File: config.mk
export PLATFORM = sky130hd
export DESIGN_NAME = pixel_kernel_scheduler
export DESIGN_NICKNAME = d
export VERILOG_FILES = /design/src/rtl/pixel_kernel_scheduler.sv
export SDC_FILE = /design/constraint.sdc
export NUM_CORES = 1
export LEC_CHECK = 0
export ABC_AREA = 1
export CAP_MARGIN = 25
export CORE_UTILIZATION = 57
export CTS_CLUSTER_DIAMETER = 80
export CTS_CLUSTER_SIZE = 28
export DETAILED_ROUTE_END_ITERATION = 12
export PLACE_DENSITY = 0.85
export SLEW_MARGIN = 5
export SYNTH_ARGS = -nofsm -noshare
export SYNTH_HDL_FRONTEND = slang
export SYNTH_SLANG_ARGS = --single-unit
File: constraint.sdc
create_clock -name clk -period 4.77 [get_ports clk]
set_clock_uncertainty 0.1 [all_clocks]
set_input_delay 1.1925 -clock clk [delete_from_list [all_inputs] [get_ports clk]]
set_output_delay 1.1925 -clock clk [all_outputs]
set_load 0.02 [all_outputs]
File: src/rtl/pixel_kernel_scheduler.sv
// pixel_kernel_scheduler
//   Runs one acquisition pass over a small kernel of pixel FSMs. Each enabled
//   pixel is started in ascending index order. The scheduler then waits for
//   that pixel's done, or for a programmable timeout, before it moves on.
//
// Ports
//   clk, rst         clock, synchronous active-high reset
//   start_in_path    pass request, in-path mode (wins over out-path)
//   start_out_path   pass request, out-path mode
//   enable_mask      pixels taking part, sampled at pass start
//   timeout_limit    max WAIT cycles per pixel (0 = none), sampled at pass start
//   err_clr          clears all sticky timeout flags
//   pxl_done_i       per-pixel done; only the pixel being served is looked at
//   pxl_start_o      one-hot, one-cycle start pulse
//   pxl_idx          index of the pixel being served
//   mode             0 = in-path, 1 = out-path, latched at pass start
//   busy             high whenever the FSM is outside IDLE
//   kernel_done      one-cycle pulse at the end of a pass
//   timeout_err      sticky per-pixel timeout flags
//
// Build option
//   PXL_SCHED_RETRY_EN  a pixel's first timeout in a pass re-issues its start
//                       once; the error flag is raised only if the retry also
//                       times out.

// Per-pixel slice: start pulse decode and sticky timeout flag.
module pixel_kernel_scheduler_lane (
  input  logic clk,
  input  logic rst,
  input  logic sel,      // this lane is the one being served
  input  logic issue,    // FSM is in ISSUE
  input  logic set_err,  // timeout on the served pixel this cycle
  input  logic err_clr,
  output logic start_o,
  output logic err
);
  assign start_o = issue & sel;

  // A new timeout takes precedence over a coincident clear.
  always_ff @(posedge clk) begin
    if (rst)                err <= 1'b0;
    else if (set_err & sel) err <= 1'b1;
    else if (err_clr)       err <= 1'b0;
  end
endmodule

module pixel_kernel_scheduler #(
  parameter int NPIX      = 4,
  parameter int TIMEOUT_W = 12
) (
  input  logic                    clk,
  input  logic                    rst,
  input  logic                    start_in_path,
  input  logic                    start_out_path,
  input  logic [NPIX-1:0]         enable_mask,
  input  logic [TIMEOUT_W-1:0]    timeout_limit,
  input  logic                    err_clr,
  input  logic [NPIX-1:0]         pxl_done_i,
  output logic [NPIX-1:0]         pxl_start_o,
  output logic [$clog2(NPIX)-1:0] pxl_idx,
  output logic                    mode,
  output logic                    busy,
  output logic                    kernel_done,
  output logic [NPIX-1:0]         timeout_err
);
  localparam int IDX_W = $clog2(NPIX);
  localparam logic [TIMEOUT_W:0] CNT_ONE = (TIMEOUT_W+1)'(1);

  typedef enum logic [2:0] {
    S_IDLE,
    S_ISSUE,
    S_WAIT,
    S_NEXT,
    S_DONE
  } state_t;

  state_t               state, state_nxt;
  logic [NPIX-1:0]      mask_q;
  logic [TIMEOUT_W-1:0] limit_q;
  logic [TIMEOUT_W-1:0] cnt;
  logic [IDX_W-1:0]     first_idx, next_idx;
  logic                 first_vld, next_vld;
  logic                 start_req, cur_done, timeout_hit, set_err;
`ifdef PXL_SCHED_RETRY_EN
  logic                 retried;   // current pixel already had its retry
  logic                 retry;
`endif

  assign start_req = start_in_path | start_out_path;
  assign cur_done  = pxl_done_i[pxl_idx];
  // Fires in the WAIT cycle that completes limit_q cycles of waiting.
  assign timeout_hit = (limit_q != '0) &&
                       (({1'b0, cnt} + CNT_ONE) == {1'b0, limit_q});

  // Lowest enabled index of the live mask (pass start) and lowest latched
  // index above the current one (advance). Descending scan so the lowest
  // match is written last.
  always_comb begin
    first_vld = 1'b0;
    first_idx = '0;
    next_vld  = 1'b0;
    next_idx  = '0;
    for (int i = NPIX-1; i >= 0; i--) begin
      if (enable_mask[i]) begin
        first_vld = 1'b1;
        first_idx = IDX_W'(i);
      end
      if (mask_q[i] && (i > int'(pxl_idx))) begin
        next_vld = 1'b1;
        next_idx = IDX_W'(i);
      end
    end
  end

  always_ff @(posedge clk) begin
    if (rst) state <= S_IDLE;
    else     state <= state_nxt;
  end

  always_comb begin
    state_nxt = state;
    set_err   = 1'b0;
`ifdef PXL_SCHED_RETRY_EN
    retry     = 1'b0;
`endif
    case (state)
      S_IDLE:  if (start_req) state_nxt = first_vld ? S_ISSUE : S_DONE;
      S_ISSUE: state_nxt = S_WAIT;
      S_WAIT: begin
        // done has priority over a coincident timeout
        if (cur_done) begin
          state_nxt = S_NEXT;
        end else if (timeout_hit) begin
`ifdef PXL_SCHED_RETRY_EN
          if (!retried) begin
            retry     = 1'b1;
            state_nxt = S_ISSUE;
          end else begin
            set_err   = 1'b1;
            state_nxt = S_NEXT;
          end
`else
          set_err   = 1'b1;
          state_nxt = S_NEXT;
`endif
        end
      end
      S_NEXT:  state_nxt = next_vld ? S_ISSUE : S_DONE;
      S_DONE:  state_nxt = S_IDLE;
      default: state_nxt = S_IDLE;
    endcase
  end

  always_ff @(posedge clk) begin
    if (rst) begin
      pxl_idx <= '0;
      mode    <= 1'b0;
      mask_q  <= '0;
      limit_q <= '0;
      cnt     <= '0;
    end else begin
      case (state)
        S_IDLE: if (start_req) begin
          mode    <= ~start_in_path;
          mask_q  <= enable_mask;
          limit_q <= timeout_limit;
          pxl_idx <= first_idx;
        end
        S_ISSUE: cnt <= '0;
        S_WAIT:  cnt <= cnt + TIMEOUT_W'(1);
        S_NEXT:  if (next_vld) pxl_idx <= next_idx;
        default: ;
      endcase
    end
  end

`ifdef PXL_SCHED_RETRY_EN
  always_ff @(posedge clk) begin
    if (rst)                              retried <= 1'b0;
    else if (retry)                       retried <= 1'b1;
    else if (state == S_NEXT || state == S_IDLE) retried <= 1'b0;
  end
`endif

  assign busy        = (state != S_IDLE);
  assign kernel_done = (state == S_DONE);

  for (genvar i = 0; i < NPIX; i++) begin : g_lane
    pixel_kernel_scheduler_lane u_lane (
      .clk     (clk),
      .rst     (rst),
      .sel     (pxl_idx == IDX_W'(i)),
      .issue   (state == S_ISSUE),
      .set_err (set_err),
      .err_clr (err_clr),
      .start_o (pxl_start_o[i]),
      .err     (timeout_err[i])
    );
  end
endmodule

# Word level (Yosys, flattened, before mapping)
# Cells that the tools add are included.
[op_classes]
addsub = 2
reduce_logical = 17
bitwise_logic = 10
n_lt_le_gt_ge = 4
mul = 0
n_eq_ne = 11
n_mux = 34
shift = 0
div_mod_pow = 0
[op_table]
columns = ["cell", "count"]
rows = [
  ["12-bit case mux with 2 select lines", 1],
  ["2-bit two-way mux", 9],
  ["1-bit two-way mux", 16],
  ["3-bit two-way mux", 5],
  ["12-bit by 1-bit adder with 13-bit output (second input constant)", 1],
  ["13-bit by 12-bit equality test with 1-bit output", 1],
  ["12-bit by 1-bit adder with 12-bit output (second input constant)", 1],
  ["3-bit case mux with 4 select lines", 1],
  ["12-bit nonzero test", 1],
  ["2-bit nonzero test", 6],
  ["1-bit bitwise AND", 8],
  ["3-bit by 2-bit equality test with 1-bit output (second input constant)", 2],
  ["2-bit equality test (second input constant)", 2],
  ["2-bit > comparator (first input constant)", 2],
  ["1-bit logical AND", 4],
  ["2-bit != test (second input constant)", 2],
  ["2-bit case mux with 2 select lines", 1],
  ["2-bit AND reduction", 2],
  ["3-bit by 1-bit equality test with 1-bit output (second input constant)", 1],
  ["3-bit equality test (second input constant)", 1],
  ["3-bit zero test", 1],
  ["2-bit by 3-bit less-than comparator with 1-bit output (second input constant)", 1],
  ["3-bit != test (second input constant)", 1],
  ["3-bit AND reduction", 1],
  ["7 further kinds", 7],
]
[totals]
romBits = 0
ramBits = 0
memories = 0
ff_bits = 38
latch_bits = 0
word_cells = 88

# Logic depth before layout (Yosys ltp)
# Gate-level depths: netlist (run 1).
[depth]
ltp_word = 8
depth_mapped = 14

# Cells and area by module
# A second synthesis (run 1) with hierarchy kept.
[hier_totals]
hier_cells = 351
hier_area_um2 = 2178.3
[by_module_without_submodules]
columns = ["mod", "cells_per_inst", "instances", "seq_area_each_um2", "area_per_inst_um2"]
rows = [
  ["pixel_kernel_scheduler", 323, 1, 660.6, 1988.2],
  ["pixel_kernel_scheduler_lane", 7, 4, 20.0, 47.5],
]

# Worst setup path after synthesis (run 1)
# Ideal clock, no wire load.
[synth_path]
kind = "register to output"
start = "register pxl_idx[1]"
end = "output port pxl_start_o[2]"
stages_incl_launch_ff = 4
path_slack_ns = 2.517
path_buffers = 1
t_required_ns = 3.478
arrival_time_ns = 0.960
path_cell_list = "dfxtp_1 > inv_1 > nor3_1 > buf_4"
[synth_via]
elab_chain_len = 2
[synth_lines]
columns = ["item", "line_no", "rtl"]
rows = [
  ["start: declaration", "60", "output logic [$clog2(NPIX)-1:0] pxl_idx,"],
  ["start signal: assignment", "167", "pxl_idx <= first_idx;"],
  ["start signal: assignment", "171", "S_NEXT: if (next_vld) pxl_idx <= next_idx;"],
  ["2-bit equality test", "192", ".sel (pxl_idx == IDX_W'(i)),"],
  ["1-bit bitwise AND", "37", "assign start_o = issue & sel;"],
  ["end: declaration", "59", "output logic [NPIX-1:0] pxl_start_o,"],
]
# No other way between the ends.

# Final worst setup path (run 1)
[layout_path]
start = "register state[1]"
end = "output port pxl_start_o[2]"
[layout_via]
elab_chain_len = 2
[layout_lines]
columns = ["item", "line_no", "rtl"]
rows = [
  ["start: declaration", "77", "state_t state, state_nxt;"],
  ["start signal: assignment", "117", "else state <= state_nxt;"],
  ["3-bit by 1-bit equality test with 1-bit output", "193", ".issue (state == S_ISSUE),"],
  ["1-bit bitwise AND", "37", ""],
]
# No other way between the ends.

==> results of run 1 <==
cell type report:
type,count,area (sq um)
multi-input combinational,260,1204
fill,321,1031
sequential,37,740.7
timing repair buffer,38,377.9
inverter,49,183.9
clock buffer,5,68.82
tap,48,60.06
clock inverter,3,22.52
kinds of logic after synthesis:
kind of cell	after synthesis	share of synthesized area
buffers and inverters	65	0.1237
and+or+nand+nor	191	0.3763
xor gates and xnor gates	1	0.003956
AOI/OAI and AO/OA	67	0.1559
DFF	37	0.3345
adders and majority gates	1	0.005649
routing by layer:
layer,GRT usage,routed length [microns],up-vias
li1,-,-,1218
met1,0.3594,2403,1044
met2,0.4645,2526,69
met3,0.06071,303,11
met4,0.09444,94,0
met5,0,0,-
sequential cells by signal (all words and copies together) (netlist names):
name               cells
pxl_idx                2
limit_q               12
cnt                   12
state                  3
g_lane.u_lane.err      4
mask_q                 3
mode                   1
stage by stage:
stage / hold slack (ns) / cell area, sq um
final: 0.3541 / 2658
after global routing: 0.3953 / 2658
after CTS: 0.3591 / 2658
after detailed placement: 0.3468 / 2566
after global placement: 0.3385 / 2566
after floorplan: 0.3237 / 2215
placed cells by master, fill, tap and decap left out, drive strengths merged:
cell           synthesis  routed
nor3                   4       4
clkbuf                 7       5
and2                   1       1
clkdlybuf4s50          0      37
o21ai                 25      25
dfxtp                 37      37
xnor2                  1       1
clkinvlp               0       3
buf                    9       1
a22oi                  1       1
a21oi                 38      38
inv                   49      49
o21bai                 1       1
and3                   1       1
ha                     1       1
nor2                  38      38
o311ai                 1       1
nand3b                 2       2
o22ai                  1       1
nand3                 38      38
nand2                102     102
nand4                  5       5
final timing paths:
path | startpoint | depth (start not counted) | slack, ns | to
setup / recovery | state[1]$_SDFFE_PP0P_ | 4 | 1.82 | pxl_start_o[2]
hold / removal | mask_q[3]$_SDFFE_PP0P_ | 2 | 0.35 | mask_q[3]$_SDFFE_PP0P_
setup reg to reg | cnt[0]$_SDFFE_PP0N_ | 13 | 2.62 | g_lane[0].u_lane.err$_SDFFE_PP0P_
hold reg to reg | mask_q[3]$_SDFFE_PP0P_ | 2 | 0.35 | mask_q[3]$_SDFFE_PP0P_
Yosys cell counts (2+ instances only):
cell,n
sky130_fd_sc_hd__clkbuf_1,7
sky130_fd_sc_hd__a21oi_1,38
sky130_fd_sc_hd__o21ai_0,24
sky130_fd_sc_hd__dfxtp_1,37
sky130_fd_sc_hd__nor3_1,4
sky130_fd_sc_hd__nand3_1,38
sky130_fd_sc_hd__nand4_1,5
sky130_fd_sc_hd__buf_4,8
sky130_fd_sc_hd__inv_1,46
sky130_fd_sc_hd__nand2_2,2
sky130_fd_sc_hd__nor2_4,3
sky130_fd_sc_hd__nor2_2,3
sky130_fd_sc_hd__inv_2,3
sky130_fd_sc_hd__nand2_1,100
sky130_fd_sc_hd__nor2_1,32
worst max-delay path: stages (launching register included):
cell and delay [ns]:
sky130_fd_sc_hd__dfxtp_1 0.34, sky130_fd_sc_hd__inv_1 0.07, sky130_fd_sc_hd__nand3_1 0.16, sky130_fd_sc_hd__nor3_1 0.17, sky130_fd_sc_hd__clkdlybuf4s50_1 0.62
power groups by stage:
stage	Clock, mW	Combinational (mW)	Sequential, mW
2_1_floorplan	0	0.176	0.376
3_3_place_gp	0	0.255	0.376
3_5_place_dp	0	0.260	0.376
4_1_cts	0.226	0.261	0.370
5_1_grt	0.236	0.296	0.374
6_report	0.222	0.263	0.370
==> qor.txt, run 1 <==
Result of the run -> finished, final reports clean
Number of global-route vias before repair -> 2109
Yosys warns -> 0
Die Span Y -> 64.33 microns
Worst slack after detailed placement -> 1.633 ns
Global-route usage over all layers -> 0.2809
Gpl congestion -> 0.9021
Total DRC errors in the routed layout -> 0
Final Power -> 0.8549 mW
Arrival time of data at the critical path endpoint -> 1.66 ns
Die span in x -> 64.33 microns
Synth Instances -> 362
Global-route wire length before repair -> 9.066 mm
Worst rel slew slack -> 0.4597
Net total in the final layout -> 417
Max cap viols -> 0
Mapped Avg Cell Area -> 6.118 sq um
TritonCTS clock tree -> done
Total of buffers placed on input and output ports -> 37
Post-CTS Repair Setup Buffers -> 0
Effective utilization at floorplan -> 0.6004
Max H-tree Level -> 2
Peak supply drop -> 0.0002512 V
Highest clock frequency the design can meet -> 339.2 MHz
Routed wire length -> 5.328 mm
Minimum setup slack in the final design -> 1.822 ns
#FFs+latches synth -> 37
Total Neg Setup Slack -> 0 ns
Clk_lat worst skew -> 0.29 ns
Fraction of power consumed by sequential logic -> 0.433
Min Tclk post-route -> 2.948 ns
Ratio of total power to cell area -> 321.7 nW/um^2
Number of hold buffers added after CTS -> 0
Post-detailed-placement half-perimeter wirelength -> 4.051 mm
Top-area cell type share of the netlist area -> 0.3345
Required @ worst endpoint -> 3.48 ns
Maximum number of pins on one net before global-route repair -> 21
Number of nets with antenna violations after routing -> 0
Count of flip-flops with a built-in enable after synthesis -> 0
Switching power share of the total -> 0.3622
Via count of the routed design -> 2342
# setup viols final -> 0
Pins Over Slew Limit -> 0
Critical Path Source Type -> register
Predominant post-synthesis flop cell -> sky130_fd_sc_hd__dfxtp_1
Worst Path Class, Setup -> reg2out
Slew at the pin closest to its max-slew limit -> 0.8079 ns
Avg WL per Cell -> 12.11 microns
Logic gate share of total power -> 0.307
DRC violation total after the first TritonRoute iteration -> 161
Async set or reset register ratio after synthesis -> 0
Final Cycle Share -> 0.6180
Clock buffer count from CTS -> 5
Post-synthesis net count -> 388
Number of distinct standard cells referenced by the synthesized netlist -> 27
Cell-internal power -> 0.5452 mW
Initial antenna violation count -> 0
Sort of element at the end of the critical path -> primary output
Dominant cells by area after synthesis -> sky130_fd_sc_hd__dfxtp_1 33%, sky130_fd_sc_hd__nand2_1 17%, sky130_fd_sc_hd__a21oi_1 8.6%
Number of clock sinks seen by CTS -> 37
Leading area contributor after synthesis -> sky130_fd_sc_hd__dfxtp_1
Crit path max fanout -> 5
Hold violation total from the final report -> 0
Utilization of the core after routing -> 0.7205
Number of placed instances, taps included -> 432
Global-route congestion overflow total -> 0
Die outline area -> 4138 sq um
Clock slew at the register clock pins of the worst setup and hold paths -> 0.07 ns
Post-synthesis sequential area ratio -> 0.3345
Sw power -> 0.3097 mW
Number of placement rows -> 22
Area Growth Syn to Fin -> 20.00%
Clock Tree Root -> sky130_fd_sc_hd__clkbuf_8
Final antenna diode count -> 0
Cell area after synthesis -> 2215 sq um
Clock buffer depth -> 2
Layout Cells excl Fill -> 440
Per-cell via count in the routed design -> 5.323
RSZ-0062 raised after global routing -> false
Leak -> 1.102 nW
Fraction of layout instances using a drive strength above 1 -> 0.05612
I/O pin count -> 38
Hold Path Class -> reg2reg
Std-Cell Core Area -> 3689 sq um
First-pass detailed-route iteration total -> 5
Number of cells upsized or downsized after cts -> 0
Portion of total power attributed to the clock network -> 0.260
No activity file was read; power rests on OpenSTA's default activity.
==> inputs of run 2 (changes only) <==
Settings changed: CORE_UTILIZATION 57 to 53, PLACE_DENSITY 0.85 to 0.8.
Clock period 4.77 ns to 2.8 ns, I/O delays scaled along.
==> qor.txt, run 2 (synthesis gave the netlist of run 1 again) <==
Global-route wire length before repair -> 8.859 mm (was 9.066 mm)
I/O pin count -> 38 (unchanged)
Buf/Inv on CP -> 2 (unchanged)
Maximum number of pins on one net before global-route repair -> 26 (was 21)
First-pass detailed-route iteration total -> 4 (was 5)
Number of cells upsized or downsized after cts -> 0 (unchanged)
Clk_lat worst skew -> 0.29 ns (about the same)
Leak -> 1.128 nW (was 1.102 nW)
Final Power -> 1.571 mW (was 0.8549 mW)
Clock buffer count from CTS -> 5 (unchanged)
# setup viols final -> 0 (unchanged)
Net total in the final layout -> 418 (was 417)
Number of global-route vias before repair -> 2017 (was 2109)
Effective utilization at floorplan -> 0.5536 (was 0.6004)
Initial antenna violation count -> 0 (unchanged)
Minimum setup slack in the final design -> 0.3026 ns (was 1.822 ns)
FILL cells -> 365 (was 321)
Family of cells with the greatest summed delay on the critical path -> buffers and inverters (unchanged)
Crit-path slowest cell -> sky130_fd_sc_hd__clkdlybuf4s50_1 (unchanged)
Highest clock frequency the design can meet -> 400.4 MHz
Pins Over Slew Limit -> 0 (unchanged)
Die outline area -> 4441 sq um (was 4138 sq um)
Number of hold buffers added after CTS -> 0 (unchanged)
Total of buffers placed on input and output ports -> 37 (unchanged)
RSZ-0062 raised after global routing -> false (unchanged)
Required @ worst endpoint -> 2.00 ns (was 3.48 ns)
Via count of the routed design -> 2298 (was 2342)
Post-CTS Repair Setup Buffers -> 0 (unchanged)
Max H-tree Level -> 2 (unchanged)
Total Neg Setup Slack -> 0 ns (unchanged)
Instance area at placement -> 2576 sq um (was 2566 sq um)
Number of placement rows -> 23 (was 22)
Critical Path Source Type -> register (unchanged)
Total DRC errors in the routed layout -> 0 (unchanged)
Highest-count cells in the layout ignoring fill and taps -> 100 x sky130_fd_sc_hd__nand2_1, 46 x sky130_fd_sc_hd__inv_1, 38 x sky130_fd_sc_hd__nand3_1, 38 x sky130_fd_sc_hd__a21oi_1 (unchanged)
Biggest cell delay along the critical path -> 0.63 ns (was 0.62 ns)
Final Cycle Share -> 0.8919
Sort of element at the end of the critical path -> primary output (unchanged)
Hold violation total from the final report -> 0 (unchanged)
Post-detailed-placement half-perimeter wirelength -> 4.006 mm (was 4.051 mm)
DRC violation total after the first TritonRoute iteration -> 198 (was 161)
Routed wire length -> 5.388 mm (was 5.328 mm)
Slew at the pin closest to its max-slew limit -> 0.4551 ns (was 0.8079 ns)
Hold Path Class -> reg2reg (unchanged)
Leading registers by flop count -> cnt: 12 flops, limit_q: 12 flops, g_lane.u_lane.err: 4 flops (unchanged)
Global-route congestion overflow total -> 0 (unchanged)
Tightest hold margin -> 0.3611 ns (was 0.3541 ns)
Peak supply drop -> 0.0004333 V (was 0.0002512 V)
Fraction of layout instances using a drive strength above 1 -> 0.05852 (was 0.05612)
Most common library cell in the layout ignoring fill and taps -> sky130_fd_sc_hd__nand2_1 (unchanged)
Area Growth Syn to Fin -> 21.75% (was 20.00%)
TritonCTS clock tree -> done (unchanged)
Final antenna diode count -> 0 (unchanged)
Die Span Y -> 66.64 microns (was 64.33 microns)
Gpl congestion -> 0.9300 (was 0.9021)
Number of clock sinks seen by CTS -> 37 (unchanged)
Max cap viols -> 0 (unchanged)
Per-cell via count in the routed design -> 5.187 (was 5.323)
Ratio of total power to cell area -> 582.5 nW/um^2 (was 321.7 nW/um^2)
Avg WL per Cell -> 12.16 microns (was 12.11 microns)
Std-Cell Core Area -> 4000 sq um (was 3689 sq um)
Series of cell instances along the critical path -> inv_1 > nand3_1 > nor3_1 > clkdlybuf4s50_1 (unchanged)
Global-route usage over all layers -> 0.2656 (was 0.2809)
Worst slack after detailed placement -> 0.6370 ns (was 1.633 ns)
Clock buffer depth -> 2 (unchanged)
Final instance area -> 2696 sq um (was 2658 sq um)
Worst Path Class, Setup -> reg2out (unchanged)
Register-to-register setup slack -> 0.68 ns (was 2.62 ns)
Clock slew at the register clock pins of the worst setup and hold paths -> 0.07 ns (about the same)
Clock Tree Root -> sky130_fd_sc_hd__clkbuf_8 (unchanged)
Die span in x -> 66.64 microns (was 64.33 microns)
Min Tclk post-route -> 2.497 ns
Crit path max fanout -> 5 (unchanged)
Worst rel slew slack -> 0.6962 (was 0.4597)
Arrival time of data at the critical path endpoint -> 1.70 ns (was 1.66 ns)
Result of the run -> finished, final reports clean (unchanged)
Number of nets with antenna violations after routing -> 0 (unchanged)
## run 2: changes by cell type in the layout (fill, tap and decap cells not counted)
| cell | before | now |
|---|---|---|
| sky130_fd_sc_hd__bufinv_16 | 0 | 1 |
| sky130_fd_sc_hd__clkinvlp_4 | 3 | 1 |
| sky130_fd_sc_hd__buf_4 | 1 | 2 |
| sky130_fd_sc_hd__clkbuf_8 | 5 | 6 |
## run 2: area by class of cell
type / count / area (sq um) / share of cell area
clock inverter: 2 / 37.54 / 0.01392
timing repair buffer: 39 / 385.4 / 0.1429
clock buffer: 6 / 82.58 / 0.03063
sequential: 37 / 740.7 / 0.2747
inverter: 49 / 183.9 / 0.06821
multi-input combinational: 260 / 1204 / 0.4464
tap: 50 / 62.56 / 0.02320
## run 2: path summary, 6_finish.rpt
| kind | from | endpoint | cells past startpoint |
|---|---|---|---|
| max | state[1]$_SDFFE_PP0P_ | pxl_start_o[0] | 4 |
| min | mask_q[3]$_SDFFE_PP0P_ | mask_q[3]$_SDFFE_PP0P_ | 2 |
| max reg2reg | cnt[0]$_SDFFE_PP0N_ | g_lane[2].u_lane.err$_SDFFE_PP0P_ | 13 |
| min reg2reg | mask_q[3]$_SDFFE_PP0P_ | mask_q[3]$_SDFFE_PP0P_ | 2 |
## run 2: worst register-to-register path, stage by stage, from the launching register on
cell and delay [ns]:
sky130_fd_sc_hd__dfxtp_1 0.47, sky130_fd_sc_hd__ha_1 0.28, sky130_fd_sc_hd__nand3_1 0.13, sky130_fd_sc_hd__inv_2 0.11, sky130_fd_sc_hd__nand2_1 0.07, sky130_fd_sc_hd__nand3_1 0.10
sky130_fd_sc_hd__inv_1 0.05, sky130_fd_sc_hd__nor2_1 0.12, sky130_fd_sc_hd__nand2_1 0.06, sky130_fd_sc_hd__nor2_1 0.10, sky130_fd_sc_hd__nand2_1 0.10, sky130_fd_sc_hd__nor2_4 0.14
sky130_fd_sc_hd__nand3_1 0.09, sky130_fd_sc_hd__a21oi_1 0.13
## run 2: per-stage QoR
step	util	std cells
after floorplan	-	362
after global placement	0.6440	435
after detailed placement	0.6440	435
after CTS	0.6741	443
after global routing	0.6741	443
final	0.6741	443
## run 2: layer usage
layer | vias up | track usage | routed length [microns]
met5 | - | 0 | 0
li1 | 1220 | - | -
met4 | 0 | 0.06383 | 55
met3 | 7 | 0.04966 | 281
met1 | 1012 | 0.3389 | 2470
met2 | 59 | 0.4558 | 2580
## run 2: where the power goes
part	switching, mW	total, mW	internal (mW)
combinational	0.277	0.450	0.172
sequential	0.0473	0.630	0.583
clock	0.201	0.491	0.290
total	0.526	1.57	1.04
==> inputs of run 3 (changes only) <==
Settings changed: CORE_UTILIZATION 53 to 55, CTS_BUF_LIST set to sky130_fd_sc_hd__clkbuf_4 sky130_fd_sc_hd__clkbuf_8, PLACE_DENSITY 0.8 to 0.82.
==> qor.txt, run 3 (synthesis gave the netlist of run 1 again) <==
Result of the run -> finished, final reports clean (unchanged)
Global-route wire length before repair -> 8.790 mm (was 8.859 mm)
Clock buffer count from CTS -> 5 (unchanged)
Maximum number of pins on one net before global-route repair -> 20 (was 26)
Worst Setup SP -> state[1]$_SDFFE_PP0P_ (unchanged)
Fraction of layout instances using a drive strength above 1 -> 0.06091 (was 0.05852)
Family of cells with the greatest summed delay on the critical path -> buffers and inverters (unchanged)
Highest-count cells in the layout ignoring fill and taps -> 100 x sky130_fd_sc_hd__nand2_1, 46 x sky130_fd_sc_hd__inv_1, 38 x sky130_fd_sc_hd__nand3_1, 38 x sky130_fd_sc_hd__a21oi_1 (unchanged)
Worst slack after detailed placement -> 0.6364 ns (was 0.6370 ns)
Slew at the pin closest to its max-slew limit -> 0.4944 ns (was 0.4551 ns)
Worst rel slew slack -> 0.6700 (was 0.6962)
Tightest hold margin -> 0.3560 ns (was 0.3611 ns)
TritonCTS clock tree -> done (unchanged)
Global-route congestion overflow total -> 0 (unchanged)
Layout Cells excl Fill -> 442 (was 443)
Instance area at placement -> 2581 sq um (was 2576 sq um)
Leak -> 1.119 nW (was 1.128 nW)
Number of cells upsized or downsized after cts -> 0 (unchanged)
Max H-tree Level -> 2 (unchanged)
Series of cell instances along the critical path -> inv_1 > nand3_1 > nor3_1 > clkdlybuf4s50_1 (unchanged)
Number of placed instances, taps included -> 434 (was 435)
I/O pin count -> 38 (unchanged)
Total of buffers placed on input and output ports -> 37 (unchanged)
Die outline area -> 4284 sq um (was 4441 sq um)
First-pass detailed-route iteration total -> 4 (unchanged)
Worst Path Class, Setup -> reg2out (unchanged)
Total Neg Setup Slack -> 0 ns (unchanged)
Critical Path Source Type -> register (unchanged)
Termination of the worst setup path -> pxl_start_o[0] (unchanged)
Required @ worst endpoint -> 2.00 ns (about the same)
Via count of the routed design -> 2325 (was 2298)
Hold Path Class -> reg2reg (unchanged)
Routed wire length -> 5.397 mm (was 5.388 mm)
# setup viols final -> 0 (unchanged)
Sort of element at the end of the critical path -> primary output (unchanged)
Initial antenna violation count -> 0 (unchanged)
Post-CTS Repair Setup Buffers -> 0 (unchanged)
Max cap viols -> 0 (unchanged)
Die span in x -> 65.46 microns (was 66.64 microns)
Pins Over Slew Limit -> 0 (unchanged)
Number of hold buffers added after CTS -> 0 (unchanged)
Avg WL per Cell -> 12.21 microns (was 12.16 microns)
Minimum setup slack in the final design -> 0.3203 ns (was 0.3026 ns)
Crit-path slowest cell -> sky130_fd_sc_hd__clkdlybuf4s50_1 (unchanged)
Utilization of the core after routing -> 0.7074 (was 0.6741)
Number of nets with antenna violations after routing -> 0 (unchanged)
Clock slew at the register clock pins of the worst setup and hold paths -> 0.08 ns (was 0.07 ns)
Post-detailed-placement half-perimeter wirelength -> 4.094 mm (was 4.006 mm)
Clk_lat worst skew -> 0.30 ns (was 0.29 ns)
Arrival time of data at the critical path endpoint -> 1.68 ns (was 1.70 ns)
Min Tclk post-route -> 2.480 ns (was 2.497 ns)
Gpl congestion -> 0.8703 (was 0.9300)
Highest clock frequency the design can meet -> 403.3 MHz (was 400.4 MHz)
Ratio of total power to cell area -> 547.2 nW/um^2 (was 582.5 nW/um^2)
Area Growth Syn to Fin -> 20.45% (was 21.75%)
Buf/Inv on CP -> 2 (unchanged)
Final Cycle Share -> 0.8856 (was 0.8919)
Number of placement rows -> 22 (was 23)
Depth of the worst register-to-register path -> 13 (unchanged)
Clock buffer depth -> 2 (unchanged)
Crit Reg-Reg Endpoint -> g_lane[0].u_lane.err$_SDFFE_PP0P_ (was g_lane[2].u_lane.err$_SDFFE_PP0P_)
Std-Cell Core Area -> 3771 sq um (was 4000 sq um)
Hold violation total from the final report -> 0 (unchanged)
Global-route usage over all layers -> 0.2655 (was 0.2656)
Number of clock sinks seen by CTS -> 37 (unchanged)
Clock Tree Root -> sky130_fd_sc_hd__clkbuf_8 (unchanged)
Peak supply drop -> 0.0003937 V (was 0.0004333 V)
Number of global-route vias before repair -> 2080 (was 2017)
RSZ-0062 raised after global routing -> false (unchanged)
Net total in the final layout -> 419 (was 418)
Final antenna diode count -> 0 (unchanged)
Per-cell via count in the routed design -> 5.260 (was 5.187)
Crit path max fanout -> 5 (unchanged)
Biggest cell delay along the critical path -> 0.63 ns (about the same)
Most common library cell in the layout ignoring fill and taps -> sky130_fd_sc_hd__nand2_1 (unchanged)
Leading registers by flop count -> cnt: 12 flops, limit_q: 12 flops, g_lane.u_lane.err: 4 flops (unchanged)
Final instance area -> 2668 sq um (was 2696 sq um)
DRC violation total after the first TritonRoute iteration -> 116 (was 198)
Die Span Y -> 65.46 microns (was 66.64 microns)
Crit Reg-Reg Startpoint -> cnt[0]$_SDFFE_PP0N_ (unchanged)
Final Power -> 1.460 mW (was 1.571 mW)
Register-to-register setup slack -> 0.70 ns (was 0.68 ns)
Effective utilization at floorplan -> 0.5873 (was 0.5536)
Total DRC errors in the routed layout -> 0 (unchanged)
Critical path depth -> 4 (unchanged)
[run 3: cell count changes in the layout (fill, tap and decap cells not counted), sizes merged]
cell    previous run  this run
clkbuf             6         5
bufinv             1         0
buf                2         3
clkinv             0         2
[run 3: layer usage]
layer  up-vias  part of all wire  track usage
li1       1223                 -            -
met1      1041              0.46       0.3273
met2        53              0.48       0.4497
met3         8             0.049      0.05035
met4         0             0.012       0.1087
met5         -                 0            0
[run 3: where the power goes]
group	leakage [nW]	switching [mW]	total, mW	internal [mW]
Combinational	0.772	0.282	0.459	0.177
Clock	0.0439	0.198	0.370	0.172
Sequential	0.303	0.0482	0.631	0.583
Total	1.12	0.528	1.46	0.932
[run 3: worst min path at each step]
stage | slack [ns] | to | from | cells past startpoint
floorplan | 0.32 | mask_q[3]$_SDFFE_PP0P_ | mask_q[3]$_SDFFE_PP0P_ | 2
global placement | 0.34 | mode$_SDFFE_PP0P_ | mode$_SDFFE_PP0P_ | 2
detailed placement | 0.34 | mode$_SDFFE_PP0P_ | mode$_SDFFE_PP0P_ | 2
CTS | 0.36 | mode$_SDFFE_PP0P_ | mode$_SDFFE_PP0P_ | 2
global route | 0.37 | mask_q[3]$_SDFFE_PP0P_ | mask_q[3]$_SDFFE_PP0P_ | 2
finish | 0.36 | mode$_SDFFE_PP0P_ | mode$_SDFFE_PP0P_ | 2
[run 3: tightest hold or removal path: cells and delay by family (launching register included)]
family                 cells  cell delay, ns
AOI/OAI and AO/OA          1            0.05
DFF                        1            0.32
buffers and inverters      1            0.05
[run 3: area by class of cell]
cell class,count,area [sq um]
clock buffer,5,68.82
clock inverter,3,17.52
fill,338,1104
inverter,49,183.9
multi-input combinational,260,1204
sequential,37,740.7
tap,48,60.06
timing repair buffer,40,392.9
